## config.mk

```make
export PLATFORM = sky130hd
export DESIGN_NAME = alu_mc
export DESIGN_NICKNAME = d
export VERILOG_FILES = /design/src/rtl/alu_mc.sv
export SDC_FILE = /design/constraint.sdc
export NUM_CORES = 1
export LEC_CHECK = 0
export ABC_AREA = 1
export ABC_CLOCK_PERIOD_IN_PS = 5650
export CELL_PAD_IN_SITES_DETAIL_PLACEMENT = 1
export CELL_PAD_IN_SITES_GLOBAL_PLACEMENT = 1
export CORE_MARGIN = 4
export CORE_UTILIZATION = 43
export CTS_CLUSTER_DIAMETER = 80
export DETAILED_ROUTE_END_ITERATION = 12
export GPL_TIMING_DRIVEN = 0
export PLACE_DENSITY = 0.9
export SETUP_SLACK_MARGIN = 0.1
export SYNTH_ARGS = -nofsm -noshare
export SYNTH_HDL_FRONTEND = slang
export SYNTH_SLANG_ARGS = --single-unit
export TNS_END_PERCENT = 20
```

## constraint.sdc

```tcl
create_clock -name clk -period 5.65 [get_ports clk]
set_input_delay 0.8475 -clock clk [delete_from_list [all_inputs] [get_ports clk]]
set_output_delay 0.8475 -clock clk [all_outputs]
set_load 0.1 [all_outputs]
```

## src/rtl/alu_mc.sv

```systemverilog
// Handshaked ALU: 13 single-cycle ops plus iterative MUL/DIVU/REMU, one op in flight.
// Define ALU_MC_MULDIV_EN to build the multi-cycle MUL/DIV datapath; otherwise ops D-F return 0.
module alu_mc #(
  parameter  int WIDTH = 32,
  localparam int SHW   = $clog2(WIDTH)
) (
  input  logic             clk,
  input  logic             reset,
  input  logic             in_valid,
  output logic             in_ready,
  input  logic [3:0]       operation,
  input  logic [WIDTH-1:0] X,
  input  logic [WIDTH-1:0] Y,
  output logic             out_valid,
  input  logic             out_ready,
  output logic [WIDTH-1:0] O,
  output logic             busy
);

  localparam logic [3:0] OP_ADD  = 4'h0;
  localparam logic [3:0] OP_SUB  = 4'h1;
  localparam logic [3:0] OP_OR   = 4'h2;
  localparam logic [3:0] OP_XOR  = 4'h3;
  localparam logic [3:0] OP_AND  = 4'h4;
  localparam logic [3:0] OP_SLTU = 4'h5;
  localparam logic [3:0] OP_SLT  = 4'h6;
  localparam logic [3:0] OP_SRL  = 4'h7;
  localparam logic [3:0] OP_SRA  = 4'h8;
  localparam logic [3:0] OP_SLL  = 4'h9;
  localparam logic [3:0] OP_SLLS = 4'hA;
  localparam logic [3:0] OP_SGEU = 4'hB;
  localparam logic [3:0] OP_SGE  = 4'hC;
`ifdef ALU_MC_MULDIV_EN
  localparam logic [3:0] OP_MUL  = 4'hD;
  localparam logic [3:0] OP_DIVU = 4'hE;
  localparam logic [3:0] OP_REMU = 4'hF;

  typedef enum logic [1:0] {IDLE, MUL, DIV, DONE} state_t;
`else
  typedef enum logic [1:0] {IDLE, DONE} state_t;
`endif

  state_t           state;
  logic [WIDTH-1:0] o_q;

  // Single-cycle ops; anything not listed (including D-F) yields zero.
  function automatic logic [WIDTH-1:0] alu_op(input logic [3:0]       op,
                                              input logic [WIDTH-1:0] x,
                                              input logic [WIDTH-1:0] y);
    logic [SHW-1:0] sh;
    sh = y[SHW-1:0];
    case (op)
      OP_ADD:           alu_op = x + y;
      OP_SUB:           alu_op = x - y;
      OP_OR:            alu_op = x | y;
      OP_XOR:           alu_op = x ^ y;
      OP_AND:           alu_op = x & y;
      OP_SLTU:          alu_op = {{(WIDTH-1){1'b0}}, (x < y)};
      OP_SLT:           alu_op = {{(WIDTH-1){1'b0}}, ($signed(x) < $signed(y))};
      OP_SRL:           alu_op = x >> sh;
      OP_SRA:           alu_op = $signed(x) >>> sh;
      OP_SLL, OP_SLLS:  alu_op = x << sh;
      OP_SGEU:          alu_op = {{(WIDTH-1){1'b0}}, (x >= y)};
      OP_SGE:           alu_op = {{(WIDTH-1){1'b0}}, ($signed(x) >= $signed(y))};
      default:          alu_op = '0;
    endcase
  endfunction

`ifdef ALU_MC_MULDIV_EN
  // opa: multiplicand / divisor, opb: multiplier / dividend-then-quotient,
  // acc: partial product / partial remainder.
  logic [WIDTH-1:0] opa, opb, acc;
  logic [SHW-1:0]   cnt;
  logic             is_rem;
  logic [WIDTH-1:0] mul_acc_nxt, div_rem_nxt, div_q_nxt;
  logic [WIDTH:0]   rem_sh, trial;
  logic             last;

  // NOTE: every always_comb output is assigned on every path, so no latch can be inferred.
  always_comb begin
    mul_acc_nxt = acc + (opb[0] ? opa : '0);
    rem_sh      = {acc, opb[WIDTH-1]};
    trial       = rem_sh - {1'b0, opa};
    if (trial[WIDTH]) begin
      div_rem_nxt = rem_sh[WIDTH-1:0];
      div_q_nxt   = {opb[WIDTH-2:0], 1'b0};
    end else begin
      div_rem_nxt = trial[WIDTH-1:0];
      div_q_nxt   = {opb[WIDTH-2:0], 1'b1};
    end
    last = (cnt == SHW'(WIDTH-1));
  end
`endif

  // NOTE: state registers use non-blocking assignments so every flop samples pre-edge values.
  always_ff @(posedge clk) begin
    if (reset) begin
      state <= IDLE;
      o_q   <= '0;
`ifdef ALU_MC_MULDIV_EN
      opa    <= '0;
      opb    <= '0;
      acc    <= '0;
      cnt    <= '0;
      is_rem <= 1'b0;
`endif
    end else begin
      case (state)
        IDLE: begin
          if (in_valid) begin
`ifdef ALU_MC_MULDIV_EN
            is_rem <= (operation == OP_REMU);
            acc    <= '0;
            cnt    <= '0;
            case (operation)
              OP_MUL: begin
                opa   <= X;
                opb   <= Y;
                state <= MUL;
              end
              OP_DIVU, OP_REMU: begin
                if (Y == '0) begin
                  o_q   <= (operation == OP_REMU) ? X : '1;
                  state <= DONE;
                end else begin
                  opa   <= Y;
                  opb   <= X;
                  state <= DIV;
                end
              end
              default: begin
                o_q   <= alu_op(operation, X, Y);
                state <= DONE;
              end
            endcase
`else
            o_q   <= alu_op(operation, X, Y);
            state <= DONE;
`endif
          end
        end
`ifdef ALU_MC_MULDIV_EN
        MUL: begin
          acc <= mul_acc_nxt;
          opa <= opa << 1;
          opb <= opb >> 1;
          cnt <= cnt + SHW'(1);
          if (last) begin
            o_q   <= mul_acc_nxt;
            state <= DONE;
          end
        end
        DIV: begin
          acc <= div_rem_nxt;
          opb <= div_q_nxt;
          cnt <= cnt + SHW'(1);
          if (last) begin
            o_q   <= is_rem ? div_rem_nxt : div_q_nxt;
            state <= DONE;
          end
        end
`endif
        DONE: begin
          if (out_ready) state <= IDLE;
        end
        default: state <= IDLE;
      endcase
    end
  end

  assign O         = o_q;
  assign in_ready  = (state == IDLE);
  assign out_valid = (state == DONE);
`ifdef ALU_MC_MULDIV_EN
  assign busy      = (state == MUL) || (state == DIV);
`else
  assign busy      = 1'b0;
`endif

endmodule

```

==> metrics.cfg, run 1 <==
[status]
status = finished clean

[yosys]
synth.avg_cell_area_um2 = 5.14
post_synth_num_cell_types = 52
yosys.area.top_type = nand2_1
ys_ff_latch = 33
yosys.area.top_type_share = 0.241
synthFlopType = dfxtp_1
ys_async_sr_fraction = 0
yosysMostFrequentCell = nand2_1
synth_common_cells = nand2_1 (707), nand3_1 (355), inv_1 (246)
yosysWarnings = 0
synth_edf_count = 0
yosys-top-cells-area = nand2_1 (24%), nand3_1 (16%), ha_1 (11%), inv_1 (8.4%), a21oi_1 (6.0%)
netlist_instances = 2145
ys_seq_area_frac = 0.0600
syn_area_mm2 = 0.0110
synthesis.nets = 2318

[cells_and_area]
num_antenna_cells = 0
multi_input_area_mm2 = 0.00883
regArea_um2 = 661
fin_nets = 2429
layout-drive-gt1-share = 0.0536
fillCellCount = 3840
area_growth_pct = 14.8
post-route-util = 0.502

[global_routing]
grt.overflow.total = 0
track_usage = 0.471
grt_pass1_wl_mm = 103
grt_max_degree = 13
antenna_found_initial = 0
grt_pass1_vias = 17200

[detailed_routing]
wl_per_cell_um = 26.7
wirelength_mm = 69.0
drtPass1Iterations = 6
drt_iter0_markers = 1947
vias = 16700
drc = 0
antenna_left = 0
routed_via_density = 6.46

[timing]
final-max-slew-violation-count = 0
skew_ns = 0.00656
period_minus_slack_ns = 4.61
slew_headroom = 0.284
worst_slew_pin_slew_ns = 1.07
tns_ns = 0
rsz0062_at_grt = false
finalCritPeriodShare = 0.816
setup_viol = 0
timing.fmax_mhz = 217
finalHoldViolCount = 0

[floorplan]
ios = 107
dieArea_mm2 = 0.0282
initial_utilization = 0.437
fp.coreArea_mm2 = 0.0252
fp.dieW_um = 168
rows = 58
dieHeight_um = 168

[min_path]
min_path_type = flop to flop

[clocking]
clkTransAtPathRegs_ns = 0.06
post-cts-setup-buffers = 0
clk_path_buf_depth = 2
htree_num_levels = 2
cts_root_buf = clkbuf_16
tritoncts = yes
ctsResizeCount = 0
cts_buffers = 5
clkSinkCount = 33
cts_hold_buf = 0
clock_latency_ns = 0.29

[setup_path]
cp.arrival_ns = 4.75
cp_max_fo = 11
crit_required_ns = 5.79
cp-start-kind = input pin
critPathKind = input pin to flop
crit_path_end_kind = flop

[power]
power_mw = 1.90
peakVddDrop_mv = 0.149
p_leak_nw = 6.48
powerDensity_mw_per_mm2 = 151

[run]
drv_cap = 0

[place]
gp_congestion = 1.15
hpwl_mm = 56.9
port_buffers = 104

## power breakdown
part           switching (mW)  internal, mW  total, mW
sequential            0.00961         0.247      0.257
clock                   0.113         0.221      0.334
combinational           0.965         0.350       1.31
total                    1.09         0.818       1.90
## metrics by stage
stage	instances	hold WS, ns	instance area [um^2]	setup slack (ns)
final	2587	0.475	12600	1.04
after global routing	2587	0.503	12600	0.938
after CTS	2587	0.472	12600	1.24
after detailed placement	2579	0.460	12500	0.974
after global placement	2579	0.454	12500	1.03
after floorplan	2145	0.908	11000	2.45
## final cells by class
type	count	area share
multi-input combinational	1752	0.698
clock buffer	7	0.0113
timing repair buffer	104	0.0823
sequential	33	0.0523
tap	330	0.0327
clock inverter	1	0.00238
buffer	102	0.0436
inverter	258	0.0771
## per-layer routing
layer	part of all wire	track usage	vias up
li1	-	-	7227
met1	0.35	0.538	7894
met2	0.44	0.770	1177
met3	0.095	0.0735	405
met4	0.11	0.392	0
met5	0	0	-
## cells by family after synthesis
kind of cell,Yosys count,share of synthesized area
buffers and inverters,360,0.139
AND/OR/NAND/NOR,1319,0.512
adder cells (fa/ha/maj),101,0.116
AO/OA/AOI/OAI,331,0.173
other,1,0.000340
flip-flops,33,0.0600
## sequential cells by signal (all words and copies together) (netlist names)
| register | count |
|---|---|
| O | 32 |
| state | 1 |
## worst max-delay path: stages
cell and delay (ns):
clkdlybuf4s50_1 0.42, buf_4 0.21, inv_1 0.39, buf_2 0.32, buf_4 0.25, ha_1 0.27, buf_6 0.15, nor2_1 0.36
nand2_1 0.10, nor2_1 0.12, nand2_1 0.06, nand3_1 0.23, a21oi_1 0.11, o21ai_0 0.11, nand2_1 0.07, nor2_1 0.35
nand2_1 0.20, nand2_1 0.12, a21oi_1 0.07
## final timing paths
kind         startpoint    end  slack, ns  cells after the start
max                Y[4]  O[11]       1.04                     19
max reg2reg    state[0]   O[6]       3.99                      6
min reg2reg        O[3]   O[3]       0.48                      2
min                O[3]   O[3]       0.48                      2
## layout by cell type, fill, tap and decap left out, types with 8 or more instances in the layout
master,Yosys,final
clkbuf_1,20,21
buf_6,9,9
buf_1,10,10
buf_4,9,9
a31oi_1,8,8
nand3_1,355,355
o21bai_1,13,13
nand4_1,24,24
clkdlybuf4s50_1,0,104
dfxtp_1,33,33
nor2_1,173,173
ha_1,99,99
o22ai_1,14,14
buf_2,51,51
nand2_1,707,707
a21oi_1,132,132
inv_1,246,246
nor3_1,17,17
o211ai_1,27,27
and2_1,8,8
o21ai_1,11,11
o21ai_0,93,93
(Power assumes the default switching activity.)
==> run 2: changes to the inputs <==
--- a/config.mk
+++ b/config.mk
@@ -6,15 +6,15 @@
 export NUM_CORES = 1
 export LEC_CHECK = 0
 export ABC_AREA = 1
-export ABC_CLOCK_PERIOD_IN_PS = 5650
+export ABC_CLOCK_PERIOD_IN_PS = 4200
 export CELL_PAD_IN_SITES_DETAIL_PLACEMENT = 1
 export CELL_PAD_IN_SITES_GLOBAL_PLACEMENT = 1
 export CORE_MARGIN = 4
-export CORE_UTILIZATION = 43
+export CORE_UTILIZATION = 36
 export CTS_CLUSTER_DIAMETER = 80
 export DETAILED_ROUTE_END_ITERATION = 12
 export GPL_TIMING_DRIVEN = 0
-export PLACE_DENSITY = 0.9
+export PLACE_DENSITY = 0.81
 export SETUP_SLACK_MARGIN = 0.1
 export SYNTH_ARGS = -nofsm -noshare
 export SYNTH_HDL_FRONTEND = slang
==> constraint.sdc (replaced) <==
create_clock -name clk -period 4.2 [get_ports clk]
set_input_delay 0.63 -clock clk [delete_from_list [all_inputs] [get_ports clk]]
set_output_delay 0.63 -clock clk [all_outputs]
set_load 0.1 [all_outputs]
==> run 2 against run 1 <==
Wire length is 1.5% higher. Worst setup slack worse by 0.92 ns. Die area is 18% higher. Sequential share of layout area is essentially flat. Critical path depth shrank 1. Via count down 3.9%. Worst hold slack lost 0.0062 ns. Largest power group unchanged.
==> metrics.cfg, run 2 (synthesis gave the netlist of run 1 again) <==
[status]
status = finished clean

[cells_and_area]
area_growth_pct = 15.7
fin_nets = 2430  ; +0.041%
largest_reg_flops = 32  ; unchanged
fin_cells = 2648  ; +2.4%
layout-drive-gt1-share = 0.0585  ; +0.00485
regArea_um2 = 661  ; unchanged
mostFrequentLayoutCells = nand2_1 (705), nand3_1 (354), inv_1 (245), nor2_1 (170), a21oi_1 (132)
num_antenna_cells = 0  ; unchanged
fillCellCount = 4399  ; +15%
multi_input_area_mm2 = 0.00885  ; +0.28%
layout_commonest_cell = nand2_1

[timing]
finalHoldViolCount = 0  ; unchanged
worst_slew_pin_slew_ns = 1.01  ; -0.0608 ns
tns_ns = 0  ; unchanged
final-max-slew-violation-count = 0  ; unchanged
setup_viol = 0  ; unchanged
timing.fmax_mhz = 245
rsz0062_at_grt = true
slew_headroom = 0.320  ; +0.0357
skew_ns = 0.00246  ; -0.00410 ns
period_minus_slack_ns = 4.08
layout_setup_ws_ns = 0.115  ; -0.925 ns
finalCritPeriodShare = 0.973

[clocking]
tritoncts = yes
clk_path_buf_depth = 2  ; unchanged
htree_num_levels = 2  ; unchanged
clkTransAtPathRegs_ns = 0.06  ; about the same
cts_root_buf = clkbuf_16
clkSinkCount = 33  ; unchanged
cts_buffers = 5  ; unchanged
clock_latency_ns = 0.28  ; about the same

[floorplan]
initial_utilization = 0.369  ; -0.0687
fp.dieW_um = 183  ; +8.8%
dieArea_mm2 = 0.0335  ; +18%
ios = 107  ; unchanged
dieHeight_um = 183  ; +8.8%
fp.coreArea_mm2 = 0.0299  ; +19%
rows = 63  ; +8.6%

[setup_path]
crit_slowest_cell = clkdlybuf4s50_1
critPathKind = input pin to flop
path_cells = clkdlybuf4s50_1 > buf_4 > clkinvlp_4 > buf_2 > buf_4 > ha_1 > buf_6 > nor2_2 > nand3_1 > nor2_1 > nand2_1 > nand3_1 > a21oi_1 > or2_1 > nand3_1 > nand3_1 > nand2_1 > a21oi_1
cpMostUsedCell = nand3_1
crit_path_max_incr_delay_ns = 0.59  ; +0.17 ns
cp-start-kind = input pin
crit_required_ns = 4.35  ; -1.44 ns
cp_max_fo = 11  ; unchanged
crit_path_end_kind = flop
cp.arrival_ns = 4.23  ; -0.52 ns

[global_routing]
grt.overflow.total = 0  ; unchanged
antenna_found_initial = 0  ; unchanged
grt_max_degree = 13  ; unchanged
grt_pass1_wl_mm = 102  ; -1.1%
track_usage = 0.400  ; -0.0703
grt_pass1_vias = 16300  ; -5.3%

[detailed_routing]
routed_via_density = 6.06  ; -6.1%
vias = 16000  ; -3.9%
wirelength_mm = 70.0  ; +1.5%
drc = 0  ; unchanged
antenna_left = 0  ; unchanged
drtPass1Iterations = 5  ; -1
wl_per_cell_um = 26.4  ; -0.83%
drt_iter0_markers = 1539  ; -21%

[place]
dp.cells = 2639  ; +2.3%
port_buffers = 104  ; unchanged
gp_congestion = 1.07  ; -6.4%
hpwl_mm = 59.0  ; +3.8%
dp_slack_ns = -0.476  ; -1.45 ns

[power]
p_leak_nw = 6.49  ; +0.13%
powerDensity_mw_per_mm2 = 194  ; +29%
power_mw = 2.48  ; +30%
peakVddDrop_mv = 0.195  ; +31%

[min_path]
min_path_type = flop to flop

[run]
drv_cap = 0  ; unchanged

-- run 2: cell count changes in the layout (fill, tap and decap cells not counted), moves of 2 or more --
| cell | delta |
|---|---|
| buf_2 | -5 |
| buf_4 | +5 |
| nor2_1 | -3 |
| nor2_2 | +3 |
| clkinv_2 | +2 |
| clkinvlp_4 | +2 |
| nand2_1 | -2 |
| nand2_2 | +2 |
-- run 2: path summary, 6_finish.rpt --
path         cells past startpoint  slack, ns  startpoint  endpoint
max reg2reg                      6       2.80    state[0]      O[9]
max                             18       0.12        Y[4]     O[17]
min                              2       0.47       O[30]     O[30]
min reg2reg                      2       0.47       O[30]     O[30]
-- run 2: metal layers --
layer,track usage,part of all wire
met1,0.476,0.39
met3,0.0563,0.071
met5,0,0
met4,0.259,0.079
met2,0.675,0.46
-- run 2: cell type report --
type / instances / area share
Multi-Input combinational cell: 1752 / 0.695
Timing Repair Buffer: 105 / 0.0825
Clock inverter: 3 / 0.00137
Buffer: 102 / 0.0443
Sequential cell: 33 / 0.0518
Inverter: 258 / 0.0770
Clock buffer: 5 / 0.00982
Tap cell: 390 / 0.0383
-- run 2: metrics by stage --
stage	cell area (um^2)	hold slack, ns	util
final	12700	0.469	0.427
after global routing	12700	0.482	0.427
after global placement	12500	0.454	0.420
after CTS	12700	0.470	0.426
after detailed placement	12500	0.461	0.420
after floorplan	11000	0.808	-
-- run 2: report_power, final --
| part | switching (mW) | internal [mW] | leakage, nW |
|---|---|---|---|
| combinational | 1.30 | 0.473 | 6.15 |
| clock | 0.144 | 0.217 | 0.0696 |
| sequential | 0.0111 | 0.333 | 0.269 |
| total | 1.45 | 1.02 | 6.49 |
-- run 2: timing repair --
item,CTS,global route
pin swaps,0,0
buffers inserted,1,0
gates resized for setup,10,7
setup endpoints to repair,16,18
hold buffers,0,0
-- run 2: critical path: cells and delay by family --
| family | cells | cell delay [ns] |
|---|---|---|
| AOI/OAI and AO/OA | 2 | 0.20 |
| adders and majority gates | 1 | 0.30 |
| buffers and inverters | 6 | 1.54 |
| and+or+nand+nor | 9 | 1.54 |
